===== src/rtl/serial_add_ctrl_if.sv =====
// serial_add_ctrl_if: operand/result handshake and shared full-adder hookup
// for serial_add_ctrl. The SUB field exists only when SERIAL_ADD_SUB_EN is
// defined. The slave modport is the controller's view; master is the
// requester / full-adder side.
interface serial_add_ctrl_if #(
  parameter int WIDTH = 8
);
  logic             START;
  logic [WIDTH-1:0] A;
  logic [WIDTH-1:0] B;
  logic             CIN;
`ifdef SERIAL_ADD_SUB_EN
  logic             SUB;
`endif
  logic             BUSY;
  logic             DONE;
  logic [WIDTH-1:0] SUM;
  logic             COUT;
  logic             FA_X;
  logic             FA_Y;
  logic             FA_CPREV;
  logic             FA_RES;
  logic             FA_CNEXT;

`ifdef SERIAL_ADD_SUB_EN
  modport slave (
    input  START, A, B, CIN, SUB, FA_RES, FA_CNEXT,
    output BUSY, DONE, SUM, COUT, FA_X, FA_Y, FA_CPREV
  );
  modport master (
    output START, A, B, CIN, SUB, FA_RES, FA_CNEXT,
    input  BUSY, DONE, SUM, COUT, FA_X, FA_Y, FA_CPREV
  );
`else
  modport slave (
    input  START, A, B, CIN, FA_RES, FA_CNEXT,
    output BUSY, DONE, SUM, COUT, FA_X, FA_Y, FA_CPREV
  );
  modport master (
    output START, A, B, CIN, FA_RES, FA_CNEXT,
    input  BUSY, DONE, SUM, COUT, FA_X, FA_Y, FA_CPREV
  );
`endif
endinterface


===== src/rtl/serial_add_ctrl.sv =====
// serial_add_ctrl: bit-serial adder controller driving an external shared
// full adder, LSB first. One bit is processed per clock, so a WIDTH-bit add
// takes WIDTH cycles in RUN followed by a single DONE cycle.
// Optional feature: define SERIAL_ADD_SUB_EN to add the SUB input, which
// turns the operation into A - B (B inverted, carry-in forced to 1).
module serial_add_ctrl #(
  parameter int WIDTH = 8
) (
  input  logic            CLK,
  input  logic            RSTN,
  serial_add_ctrl_if.slave bus
);

  localparam int CNT_W = (WIDTH > 1) ? $clog2(WIDTH) : 1;
  localparam logic [CNT_W-1:0] LAST_BIT = CNT_W'(WIDTH - 1);

  typedef enum logic [1:0] {
    S_IDLE = 2'd0,
    S_RUN  = 2'd1,
    S_DONE = 2'd2
  } state_t;

  state_t           state;
  state_t           state_nxt;

  logic [WIDTH-1:0] a_sh;
  logic [WIDTH-1:0] b_sh;
  logic             carry;
  logic [CNT_W-1:0] cnt;
  logic [WIDTH-1:0] sum_r;
  logic             cout_r;

  logic             accept;
  logic             last_bit;
  logic [WIDTH-1:0] b_load;
  logic             c_load;

  assign accept   = (state == S_IDLE) && bus.START;
  assign last_bit = (cnt == LAST_BIT);

  // Operand B and carry-in as captured on the accept edge
`ifdef SERIAL_ADD_SUB_EN
  assign b_load = bus.SUB ? ~bus.B : bus.B;
  assign c_load = bus.SUB ? 1'b1   : bus.CIN;
`else
  assign b_load = bus.B;
  assign c_load = bus.CIN;
`endif

  // State register; reset aborts any operation in flight
  always_ff @(posedge CLK or negedge RSTN) begin
    if (!RSTN) begin
      state <= S_IDLE;
    end else begin
      state <= state_nxt;
    end
  end

  // Next-state logic and the combinational outputs derived from state
  always_comb begin
    state_nxt    = state;
    bus.BUSY     = 1'b0;
    bus.DONE     = 1'b0;
    bus.FA_X     = 1'b0;
    bus.FA_Y     = 1'b0;
    bus.FA_CPREV = 1'b0;
    case (state)
      S_IDLE: begin
        if (bus.START) state_nxt = S_RUN;
      end
      S_RUN: begin
        bus.BUSY     = 1'b1;
        bus.FA_X     = a_sh[0];
        bus.FA_Y     = b_sh[0];
        bus.FA_CPREV = carry;
        if (last_bit) state_nxt = S_DONE;
      end
      S_DONE: begin
        bus.DONE  = 1'b1;
        state_nxt = S_IDLE;
      end
      default: begin
        state_nxt = S_IDLE;
      end
    endcase
  end

  // Serial datapath: load on accept, shift one bit per RUN cycle
  always_ff @(posedge CLK or negedge RSTN) begin
    if (!RSTN) begin
      a_sh   <= '0;
      b_sh   <= '0;
      carry  <= 1'b0;
      cnt    <= '0;
      sum_r  <= '0;
      cout_r <= 1'b0;
    end else if (accept) begin
      a_sh  <= bus.A;
      b_sh  <= b_load;
      carry <= c_load;
      cnt   <= '0;
    end else if (state == S_RUN) begin
      sum_r <= {bus.FA_RES, sum_r[WIDTH-1:1]};
      carry <= bus.FA_CNEXT;
      a_sh  <= a_sh >> 1;
      b_sh  <= b_sh >> 1;
      cnt   <= cnt + CNT_W'(1);
      if (last_bit) cout_r <= bus.FA_CNEXT;
    end
  end

  assign bus.SUM  = sum_r;
  assign bus.COUT = cout_r;

endmodule


===== src/flat_wrapper.sv =====
// flat-port wrapper written by rule: the top's interface ports become plain ports
module serial_add_ctrl_flat 
#(
  parameter int WIDTH = 8
)
  (CLK, RSTN, bus_START, bus_A, bus_B, bus_CIN, bus_FA_RES, bus_FA_CNEXT, bus_BUSY, bus_DONE, bus_SUM, bus_COUT, bus_FA_X, bus_FA_Y, bus_FA_CPREV);
  serial_add_ctrl_if #(.WIDTH(WIDTH)) bus_i ();
  input  logic CLK;
  input  logic RSTN;
  input wire logic [$bits(bus_i.START)-1:0] bus_START;
  input wire logic [$bits(bus_i.A)-1:0] bus_A;
  input wire logic [$bits(bus_i.B)-1:0] bus_B;
  input wire logic [$bits(bus_i.CIN)-1:0] bus_CIN;
  input wire logic [$bits(bus_i.FA_RES)-1:0] bus_FA_RES;
  input wire logic [$bits(bus_i.FA_CNEXT)-1:0] bus_FA_CNEXT;
  output wire logic [$bits(bus_i.BUSY)-1:0] bus_BUSY;
  output wire logic [$bits(bus_i.DONE)-1:0] bus_DONE;
  output wire logic [$bits(bus_i.SUM)-1:0] bus_SUM;
  output wire logic [$bits(bus_i.COUT)-1:0] bus_COUT;
  output wire logic [$bits(bus_i.FA_X)-1:0] bus_FA_X;
  output wire logic [$bits(bus_i.FA_Y)-1:0] bus_FA_Y;
  output wire logic [$bits(bus_i.FA_CPREV)-1:0] bus_FA_CPREV;
  assign bus_i.START = bus_START;
  assign bus_i.A = bus_A;
  assign bus_i.B = bus_B;
  assign bus_i.CIN = bus_CIN;
  assign bus_i.FA_RES = bus_FA_RES;
  assign bus_i.FA_CNEXT = bus_FA_CNEXT;
  assign bus_BUSY = bus_i.BUSY;
  assign bus_DONE = bus_i.DONE;
  assign bus_SUM = bus_i.SUM;
  assign bus_COUT = bus_i.COUT;
  assign bus_FA_X = bus_i.FA_X;
  assign bus_FA_Y = bus_i.FA_Y;
  assign bus_FA_CPREV = bus_i.FA_CPREV;
  serial_add_ctrl #(.WIDTH(WIDTH)) u_core (.CLK(CLK), .RSTN(RSTN), .bus(bus_i));
endmodule

===== config.mk =====
export PLATFORM = sky130hd
export DESIGN_NAME = serial_add_ctrl_flat
export DESIGN_NICKNAME = d
export VERILOG_FILES = /design/src/rtl/serial_add_ctrl_if.sv /design/src/rtl/serial_add_ctrl.sv /design/src/flat_wrapper.sv
export SDC_FILE = /design/constraint.sdc
export NUM_CORES = 1
export LEC_CHECK = 0
export CORE_ASPECT_RATIO = 0.9
export CORE_UTILIZATION = 48
export DETAILED_ROUTE_END_ITERATION = 10
export GPL_TIMING_DRIVEN = 0
export PLACE_DENSITY = 0.82
export SETUP_SLACK_MARGIN = 0.15
export SKIP_CTS_REPAIR_TIMING = 1
export SLEW_MARGIN = 20
export SYNTH_ARGS = -nofsm -noshare
export SYNTH_HDL_FRONTEND = slang
export SYNTH_SLANG_ARGS = --single-unit

===== constraint.sdc =====
create_clock -name CLK -period 1.54 [get_ports CLK]
set_input_delay 0.231 -clock CLK [delete_from_list [all_inputs] [get_ports CLK]]
set_output_delay 0.231 -clock CLK [all_outputs]
set_load 0.02 [all_outputs]

* Word-level counts from Yosys, hierarchy flattened
Index checks and enable logic that the tools add are counted.
** Storage, ports and cells
- Word-level logic and storage cells :: 36
- Output and inout bits :: 14
- Flip-flop bits (word level) :: 31
** Cells by class
- Bitwise operators :: 1
- Multiplexer cells :: 16
- $add $sub $neg :: 1
- Reduce and logical (&&, ||, !) cells :: 6
- Eq/ne operators :: 5
** Operators by type and width (count)
- two-way mux 8 bit :: 4
- two-way mux 1 bit :: 7
- two-way mux 3 bit :: 2
- two-way mux 2 bit :: 2
- case mux 2 bit (2 select lines) :: 1
- AND reduction 2 bit :: 2
- adder 3 x 1 -> 3 bit (second input constant) :: 1
- equality test 3 bit (second input constant) :: 1
- AND reduction 3 bit :: 1
- equality test 2 x 1 -> 1 bit (second input constant) :: 1
- equality test 2 bit (second input constant) :: 1
- logical NOT 2 bit :: 1
- inequality test 2 x 1 -> 1 bit (second input constant) :: 1
- inequality test 2 bit (second input constant) :: 1
- nonzero test 2 bit :: 1
- logical AND 1 bit :: 1
- NOT 1 bit :: 1

* Logic depth before layout (Yosys ltp)
Gate-level depths: netlist (run 1).
- Word-level depth :: 4
- Mapped depth :: 4
- Mapped depth without buffers :: 4

* Worst setup path after synthesis (run 1)
Ideal clock, no wire load.
- Path type :: reg-to-output
- From :: reg u_core.state[1]
- To :: out bus_FA_CPREV
- Path buffers :: 1
- Cell stages (with the launch flop) :: 5
- Slack :: 0.130 ns
- Data arrival time :: 1.179 ns
- Path through :: dfrtp_1 -> nand2b_1 -> buf_2 -> inv_1 -> and2_1
** Between the ends
- Cells in the longest elaborated chain, start to end :: 2
** Ends and longest elaborated chain
- from (decl) :: line serial_add_ctrl.sv:23 : state_t state;
- from (signal assigned) :: line serial_add_ctrl.sv:55 : state <= state_nxt;
- equality test 2 x 1 -> 1 bit :: line serial_add_ctrl.sv:67 : case (state)
- two-way mux 1 bit :: line serial_add_ctrl.sv:67
- to (decl) :: line flat_wrapper.sv:22 : output wire logic [$bits(bus_i.FA_CPREV)-1:0] bus_FA_CPREV;
Every way passes these cells.

* Worst setup path after layout (run 1)
- From :: reg u_core.state[0]
- To :: out bus_DONE
** Between the ends
- Cells in the longest elaborated chain, start to end :: 2
** Ends and longest elaborated chain
- equality test 2 bit :: line serial_add_ctrl.sv:67
- two-way mux 1 bit :: line serial_add_ctrl.sv:67
- to (decl) :: line flat_wrapper.sv:17 : output wire logic [$bits(bus_i.DONE)-1:0] bus_DONE;
Every way passes these cells.

==> impl_metrics.toml, run 1 <==
[clocking]
clkTransAtPathRegs_ns = 0.10
cts_tree = "yes"
cts_buffer_depth = 2
numCtsBuffers = 5
cts-root-buf = "clkbuf_4"
cts_sinks = 31
clkLatencyLatePin_ns = 0.34
htree_levels = 2

[grt]
grt_pass1_vias = 1080
antenna_found_initial = 0
grt-ovfl-total = 0
grt_pass1_wl_um = 5043
grt.total_usage = 0.2246
grt_max_degree = 32

[placement]
hpwlAfterDp_um = 2199
gp_congestion = 0.7617
post-place-ws_ns = -0.4299
io_buffer_count = 35

[sta]
period_share = 1.065
slew_violations = 0
max-slew-margin-rel = 0.5328
worst_slew_pin_slew_ns = 0.7008
setup_viol = 5
fin_ws_ns = -0.1005
finalHoldViolCount = 0
fin_worst_skew_ns = 0.01186
clock.fmax_mhz = 609.6
rsz0062_at_grt = "true"
fin_crit_ns = 1.641

[drt]
firstDrtPassIters = 4
vias_per_cell = 5.687
detail_route.iter0.violations = 80
drc = 0
num_vias = 1234
detail-route-antenna-nets = 0
wl_per_cell_um = 18.63
wl_um = 4043

[critical_path]
path_depth = 4
cp_slowest_stage_delay_ns = 0.47
crit_type = "reg2out"
worstPathArrival_ns = 1.41
crit_chain = "buf_6 > buf_8 > nor2b_1 > buf_4"
path_buf_inv = 3
cp.required_ns = 1.31
end_kind = "output pin"
critical_path.slowest_cell = "dfrtp_2"
cp-start-kind = "flop"
cp_max_fo = 10
r2r-start = "u_core.state[0]"
r2r_slack_ns = 0.03
reg2reg_depth = 4
critPathTopFamily = "flip-flops"
rr_endpoint = "u_core.a_sh[5]"

[cells_and_area]
mostFrequentLayoutCells = "dfrtp_1, clkdlybuf4s50_1, inv_1, nor3b_1"
layout-drive-gt1-share = 0.3672
final_common_cell = "dfrtp_1"
antennaDiodeCount = 0
nNetsFinal = 200
area_growth_pct = 48.40

[floorplan]
fp-row-count = 18
die_w_um = 60.56
die_area_um2 = 3313
coreArea_um2 = 2838
fp.dieH_um = 54.71
num_io_pins = 36
start_util = 0.5220

[synthesis]
syn_area_um2 = 1481
synth_ff_type = "dfrtp_1"
synth-edff-count = 0
ys.warnings.count = 0
yosysSeqAreaShare = 0.5236
synth.area.top_cells = "dfrtp_1, mux2_2, nor4b_1"
synth_top_cell_by_area = "dfrtp_1"
yosys.area.top_type_share = 0.5236
netlist_instances = 122
syn-num-nets = 146
ys_seq_elements = 31
synth.distinct_cells = 27
async_flop_share = 1.000
synth_area_per_cell_um2 = 12.14

[power_and_ir_drop]
power_frac_seq = 0.332
power_frac_comb = 0.540
pwr-share-clk = 0.128
ir_worst_vdd_v = 0.001339
switchingPower_mw = 1.624
p_leak_nw = 1.027
intPower_mw = 2.741
switching_share = 0.3720
powerDensity_nw_per_um2 = 1986
finalPower_mw = 4.366

[status]
violations = "negative setup slack"
outcome = "finished, violations left"

[run]
max_cap_violations = 0

[min_path]
min_path_type = "in2async"
-- Yosys cell counts (3+ instances only) --
cell type and instances:
buf_2 5, or4b_1 4, nor4b_1 10, nor3b_1 11, o221a_2 5, a211oi_1 10, clkbuf_1 3, inv_1 12
mux2_2 9, dfrtp_1 31
-- how the worst max path moves through the flow --
stage	end	slack [ns]	startpoint
finish	bus_DONE	-0.10	u_core.state[0]
global route	bus_DONE	-0.17	u_core.state[0]
CTS	bus_DONE	-0.82	u_core.state[1]
detailed placement	bus_DONE	-0.43	u_core.state[1]
global placement	bus_DONE	-0.39	u_core.state[1]
floorplan	bus_DONE	0.17	u_core.state[1]
-- cell families (layout without fill, tap and decap cells) --
| family | Yosys count | count (layout) | synth area share |
|---|---|---|---|
| simple gates | 34 | 34 | 0.1850 |
| flops | 31 | 31 | 0.5236 |
| compound gates | 22 | 22 | 0.1267 |
| mux | 10 | 10 | 0.07517 |
| buf+inv | 23 | 78 | 0.07263 |
| fa+ha+maj | 2 | 2 | 0.01689 |
-- flip-flops by register name, summed over array words and instances (netlist names) --
name             cells
u_core.bus.SUM       8
u_core.a_sh          8
u_core.b_sh          8
u_core.cnt           3
u_core.state         2
u_core.bus.COUT      1
u_core.carry         1
-- worst reg2reg max path, delay by kind of cell (launching register included) --
family,cells,cell delay (ns)
DFF,1,0.47
buffers and inverters,2,0.29
and+or+nand+nor,1,0.50
AOI/OAI and AO/OA,1,0.14
-- power groups by stage --
stage / clock, mW / combinational (mW) / sequential [mW]
global route: 0.604 / 2.52 / 1.50
finish: 0.560 / 2.36 / 1.45
floorplan: 0 / 1.06 / 1.53
CTS: 0.568 / 1.85 / 1.43
global placement: 0 / 1.78 / 1.41
detailed placement: 0 / 1.84 / 1.44
-- routing by layer --
layer  vias to the layer above  GRT usage  routed length (µm)
met1                       617     0.2836                1649
met3                        10    0.08511                 198
met5                         -          0                   0
met4                         0    0.09091                 105
li1                        561          -                   -
met2                        46     0.3480                2090
-- stage by stage --
| stage | area [µm²] | cells | setup TNS, ns | util | hold WS, ns |
|---|---|---|---|---|---|
| floorplan | 1485 | 122 | 0 | - | -0.06459 |
| global placement | 1886 | 197 | -12.71 | 0.6645 | 0.4628 |
| detailed placement | 1881 | 197 | -3.765 | 0.6627 | 0.3105 |
| CTS | 1953 | 205 | -3.702 | 0.6883 | -0.05925 |
| global route | 2198 | 217 | -0.6946 | 0.7747 | 0.5080 |
| finish | 2198 | 217 | -0.3821 | 0.7747 | 0.4882 |
-- layout make-up --
cell class                 instances  area [µm²]
sequential                        31       778.2
multi-input combinational         68       668.1
fill                             182       639.4
timing repair buffer              47       470.5
buffer                            11       110.1
clock buffer                       7       65.06
tap                               40       50.05
inverter                          12       48.80
clock inverter                     1       7.507
Note: power is estimated with default switching activity, not from simulation.
==> run 2: changes to the inputs <==
--- a/config.mk
+++ b/config.mk
@@ -5,11 +5,13 @@
 export SDC_FILE = /design/constraint.sdc
 export NUM_CORES = 1
 export LEC_CHECK = 0
+export ABC_AREA = 1
 export CORE_ASPECT_RATIO = 0.9
-export CORE_UTILIZATION = 48
+export CORE_UTILIZATION = 49
+export CTS_CLUSTER_DIAMETER = 150
 export DETAILED_ROUTE_END_ITERATION = 10
 export GPL_TIMING_DRIVEN = 0
-export PLACE_DENSITY = 0.82
+export PLACE_DENSITY_LB_ADDON = 0.3
 export SETUP_SLACK_MARGIN = 0.15
 export SKIP_CTS_REPAIR_TIMING = 1
 export SLEW_MARGIN = 20
==> run 2 against run 1 <==
Effect of this change:
- the run still ends with negative setup slack left
- sequential power fell by 4%
- synthesized cell count rose by 59%
- sequential share of layout area up 0.83 points
- critical path depth increased by 1
- maximum frequency up 3.3%
- area after synthesis rose by 1.4%
- cell area is 2.6% lower
- hold slack worse by 0.20 ns
- count of clock-buffer cells in the layout increased by 1
==> impl_metrics.toml, run 2 <==
[grt]
grt_max_degree = 32
grt-ovfl-total = 0
grt.total_usage = 0.2477
antenna_found_initial = 0
grt_pass1_wl_um = 5664
grt_pass1_vias = 1289

[power_and_ir_drop]
p_leak_nw = 1.229
ir_worst_vdd_v = 0.001253
powerDensity_nw_per_um2 = 1935

[synthesis]
syn-num-nets = 218
netlist_instances = 194
yosys.area.top_type_share = 0.5167
synth_top_cell_by_area = "dfrtp_1"
ys.warnings.count = 0
ys_seq_elements = 31
synth.most_common_cell = "nand2_1"
async_flop_share = 1.000
yosysSeqAreaShare = 0.5167
synth_ff_type = "dfrtp_1"
synth.area.top_cells = "dfrtp_1, nand2_1, nand3_1"
synth_area_per_cell_um2 = 7.739
synth-edff-count = 0
synth_commonest_cells = "nand2_1, nand3_1, dfrtp_1"
synth.distinct_cells = 14
syn_area_um2 = 1501

[sta]
fin_ws_ns = -0.04834
period_share = 1.031
finalHoldViolCount = 0
fin_crit_ns = 1.588
worst_slew_pin_slew_ns = 0.6716
max-slew-margin-rel = 0.5523
rsz0062_at_grt = "true"
clock.fmax_mhz = 629.6
fin_worst_skew_ns = 0.01108
setup_viol = 5
slew_violations = 0

[placement]
io_buffer_count = 34
hpwlAfterDp_um = 2202
post-place-ws_ns = -0.2841
placed_area_um2 = 1887
gp_congestion = 0.8167

[critical_path]
cp_slowest_stage_delay_ns = 0.43
r2r-start = "u_core.state[1]"
end_kind = "output pin"
crit_chain = "inv_2 > nand2_4 > buf_8 > nor2_4 > buf_6"
cp.required_ns = 1.31
r2r_slack_ns = 0.15
critPathLaunch = "u_core.state[1]"
cp-start-kind = "flop"
crit_type = "reg2out"
worstPathArrival_ns = 1.36
rr_endpoint = "u_core.bus.SUM[7]"
critPathTopFamily = "flip-flops"
reg2reg_depth = 8
path_buf_inv = 3
critical_path.slowest_cell = "dfrtp_1"
cp_max_fo = 7

[clocking]
clkLatencyLatePin_ns = 0.34
clkTransAtPathRegs_ns = 0.10
cts_tree = "yes"
numCtsBuffers = 5
cts_buffer_depth = 2
cts_sinks = 31
htree_levels = 2
cts-root-buf = "clkbuf_4"

[status]
outcome = "finished, violations left"
violations = "negative setup slack"

[floorplan]
die_w_um = 60.35
start_util = 0.5291
num_io_pins = 36
coreArea_um2 = 2838
fp-row-count = 18
die_area_um2 = 3290
fp.dieH_um = 54.52

[cells_and_area]
nFillCells = 220
final_common_cell = "nand2_1"
area_growth_pct = 42.58
nNetsFinal = 271
mostFrequentLayoutCells = "nand2_1, nand3_1, dfrtp_1"
final_area_um2 = 2141
layout-drive-gt1-share = 0.1815
final_core_util = 0.7544
antennaDiodeCount = 0

[drt]
vias_per_cell = 4.938
drc = 0
num_vias = 1422
detail-route-antenna-nets = 0
detail_route.iter0.violations = 107
wl_per_cell_um = 13.14
wl_um = 3785
firstDrtPassIters = 4

[run]
max_cap_violations = 0

[min_path]
min_to = "u_core.a_sh[4]"
hold-path-cell-count = 4
min_path_type = "in2reg"
min_from = "bus_START"
run 2: cell types whose count changed after synthesis, sizes merged, moves of 9 or more:
| cell | delta |
|---|---|
| nor3b | -11 |
| mux2 | -9 |
| nand3 | +32 |
| inv | +9 |
| nand2 | +81 |
| o21ai | +10 |
| a211oi | -10 |
| nor4b | -10 |
run 2: worst max-delay path by stage:
stage / end / cells past startpoint / slack [ns]
after floorplan: bus_FA_CPREV / 4 / 0.26
after CTS: bus_FA_CPREV / 5 / -0.66
after global routing: bus_FA_Y / 5 / -0.1
final: bus_FA_Y / 5 / -0.05
after global placement: u_core.b_sh[5] / 1 / -0.32
after detailed placement: bus_FA_CPREV / 5 / -0.28
run 2: cell families after synthesis:
kind of cell,Yosys count,share of synthesized area
flip-flops,31,0.5167
adder cells (fa/ha/maj),2,0.01666
buffers and inverters,32,0.1008
AO/OA/AOI/OAI,10,0.03333
AND/OR/NAND/NOR,119,0.3325
run 2: per-layer routing:
metal	share of wire	wire, µm	global-route usage	vias to the layer above
met5	0	0	0	-
li1	-	-	-	710
met3	0.046	175	0.08511	10
met4	0.024	89	0.1240	0
met2	0.49	1855	0.3810	41
met1	0.44	1664	0.3115	661
run 2: layout make-up:
cell class	count	area, µm²	area share
flip-flops and latches	31	775.7	0.3624
multi-input cells	131	611.8	0.2858
repair buffers	46	452.9	0.2116
plain buffers	11	100.1	0.04676
inverters	21	81.33	0.03799
clock buffers	8	68.82	0.03214
well taps	40	50.05	0.02338
run 2: metrics by stage:
step                TNS [ns]  std cells  hold WS [ns]  total power, mW
floorplan                  0        194      -0.06459            2.542
global placement      -10.85        268        0.4559            3.146
detailed placement    -1.095        268        0.3092            3.212
CTS                   -3.096        276      -0.06266            3.767
global route         -0.4437        288        0.2950            4.455
finish               -0.1563        288        0.2856            4.142
run 2: report_power, final:
group | internal, mW | switching [mW]
clock network | 0.268 | 0.279
logic | 0.979 | 1.23
registers | 1.18 | 0.207
total | 2.43 | 1.72
run 2: worst reg2reg max path: cells and delay by family, from the launching register on:
| kind | cells | cell delay [ns] |
|---|---|---|
| flops | 1 | 0.43 |
| simple gates | 3 | 0.18 |
| buf+inv | 5 | 0.69 |
==> run 3: changes to the inputs <==
--- a/config.mk
+++ b/config.mk
@@ -6,12 +6,13 @@
 export NUM_CORES = 1
 export LEC_CHECK = 0
 export ABC_AREA = 1
+export CAP_MARGIN = 15
 export CORE_ASPECT_RATIO = 0.9
-export CORE_UTILIZATION = 49
+export CORE_UTILIZATION = 44
 export CTS_CLUSTER_DIAMETER = 150
 export DETAILED_ROUTE_END_ITERATION = 10
 export GPL_TIMING_DRIVEN = 0
-export PLACE_DENSITY_LB_ADDON = 0.3
+export PLACE_DENSITY = 0.83
 export SETUP_SLACK_MARGIN = 0.15
 export SKIP_CTS_REPAIR_TIMING = 1
 export SLEW_MARGIN = 20
==> constraint.sdc (replaced) <==
create_clock -name CLK -period 1.29 [get_ports CLK]
set_input_delay 0.1935 -clock CLK [delete_from_list [all_inputs] [get_ports CLK]]
set_output_delay 0.1935 -clock CLK [all_outputs]
set_load 0.02 [all_outputs]
==> run 3 against run 2 <==
Effect of this change:
- the flow finishes with violations (negative hold slack, negative setup slack)
- via count rose by 6.0%
- cell area rose by 6.1%
- die area rose by 11%
- flip-flop and latch count did not move
- global-route usage fell by 3.5 points
- utilization fell by 3.6 points
- critical path depth did not move
- cell count rose by 2.4%
- power rose by 28%
- worst setup slack got worse by 0.14 ns
==> impl_metrics.toml, run 3 (synthesis results as in run 2) <==
[drt]
drc = 0
detail-route-antenna-nets = 0
num_vias = 1507
vias_per_cell = 5.108
firstDrtPassIters = 4
wl_um = 4041
wl_per_cell_um = 13.70
detail_route.iter0.violations = 131

[floorplan]
die_w_um = 63.58
die_area_um2 = 3650
coreArea_um2 = 3162
num_io_pins = 36
start_util = 0.4749
fp.dieH_um = 57.42
fp-row-count = 19

[grt]
antenna_found_initial = 0
grt_pass1_vias = 1283
grt_pass1_wl_um = 5699
grt.total_usage = 0.2123
grt-ovfl-total = 0
grt_max_degree = 32

[critical_path]
path_buf_inv = 3
cp-start-kind = "flop"
r2r-start = "u_core.state[0]"
critPathTopFamily = "flip-flops"
cp_max_fo = 8
critical_path.slowest_cell = "dfrtp_1"
cp.required_ns = 1.10
reg2reg_depth = 7
crit_chain = "inv_2 > nand2_4 > buf_8 > nor2_4 > buf_6"
worstPathArrival_ns = 1.29
end_kind = "output pin"
crit_type = "reg2out"
rr_endpoint = "u_core.b_sh[3]"
cp_slowest_stage_delay_ns = 0.42
r2r_slack_ns = -0.12

[clocking]
htree_levels = 2
cts_tree = "yes"
numCtsBuffers = 5
cts-root-buf = "clkbuf_8"
clkTransAtPathRegs_ns = 0.07
cts_buffer_depth = 2
clkLatencyLatePin_ns = 0.29
cts_sinks = 31

[status]
violations = "negative hold slack, negative setup slack"
outcome = "finished, violations left"

[sta]
period_share = 1.149
holdWs_ns = -0.04619
rsz0062_at_grt = "true"
clock.fmax_mhz = 674.4
slew_violations = 0
fin_setup_tns_ns = -1.912
fin_ws_ns = -0.1927
worst_slew_pin_slew_ns = 0.6989
setup_viol = 21
finalHoldViolCount = 31
fin_worst_skew_ns = 0.005044
max-slew-margin-rel = 0.5341
fin_crit_ns = 1.483

[cells_and_area]
final_area_um2 = 2271
nNetsFinal = 276
area_growth_pct = 51.25
mostFrequentLayoutCells = "nand2_1, nand3_1, dfrtp_1"
antennaDiodeCount = 0
layout-drive-gt1-share = 0.2332
final_common_cell = "nand2_1"

[power_and_ir_drop]
finalPower_mw = 5.312
switchingPower_mw = 2.157
pwr-share-clk = 0.139
intPower_mw = 3.154
power_frac_seq = 0.314
powerDensity_nw_per_um2 = 2339
power_frac_comb = 0.547
p_leak_nw = 1.280
ir_worst_vdd_v = 0.001227
switching_share = 0.4062

[placement]
io_buffer_count = 34
gp_congestion = 0.7909
placed_area_um2 = 1899
hpwlAfterDp_um = 2286

[run]
max_cap_violations = 0

[min_path]
min_path_type = "in2async"
[run 3: layout make-up]
cell class	count	area, µm²
timing repair buffer	51	516.7
buffer	11	118.9
fill	219	890.9
multi-input combinational	131	644.4
sequential	31	775.7
inverter	21	81.33
tap	42	52.55
clock inverter	1	5.005
clock buffer	7	76.32
[run 3: power by group through the flow]
stage | registers, mW | clock network [mW] | logic, mW
2_1_floorplan | 1.78 | 0 | 1.29
3_3_place_gp | 1.64 | 0 | 2.14
3_5_place_dp | 1.66 | 0 | 2.20
4_1_cts | 1.65 | 0.741 | 2.21
5_1_grt | 1.71 | 0.783 | 3.17
6_report | 1.67 | 0.737 | 2.91
[run 3: worst max-delay path by stage]
stage,start,endpoint,slack (ns),cells past startpoint
global route,u_core.state[1],bus_FA_Y,-0.23,5
detailed placement,u_core.state[1],bus_BUSY,-0.46,5
floorplan,u_core.state[1],bus_FA_CPREV,0.13,4
finish,u_core.state[1],bus_FA_Y,-0.19,5
CTS,u_core.state[1],bus_BUSY,-0.78,5
global placement,RSTN,u_core.a_sh[4],-0.53,1
[run 3: worst reg2reg max path, cell delays in order (launching register included)]
cell,delay [ns]
dfrtp_1,0.37
buf_6,0.14
buf_4,0.13
nor2_4,0.23
buf_6,0.20
nand3_1,0.07
nand2_1,0.07
nand2_1,0.07
[run 3: per-layer routing]
metal	routed length [µm]	vias to the layer above	GRT usage
li1	-	714	-
met1	1640	724	0.2594
met2	2087	60	0.3389
met5	0	-	0
met4	86	0	0.1039
met3	227	9	0.07000
[run 3: stage by stage]
step	util	setup WS, ns	std cells
final	0.7182	-0.1927	295
after global routing	0.7182	-0.2276	295
after CTS	0.6264	-0.7797	278
after detailed placement	0.6007	-0.4604	270
after global placement	0.6023	-0.5262	270
after floorplan	-	0.1302	194
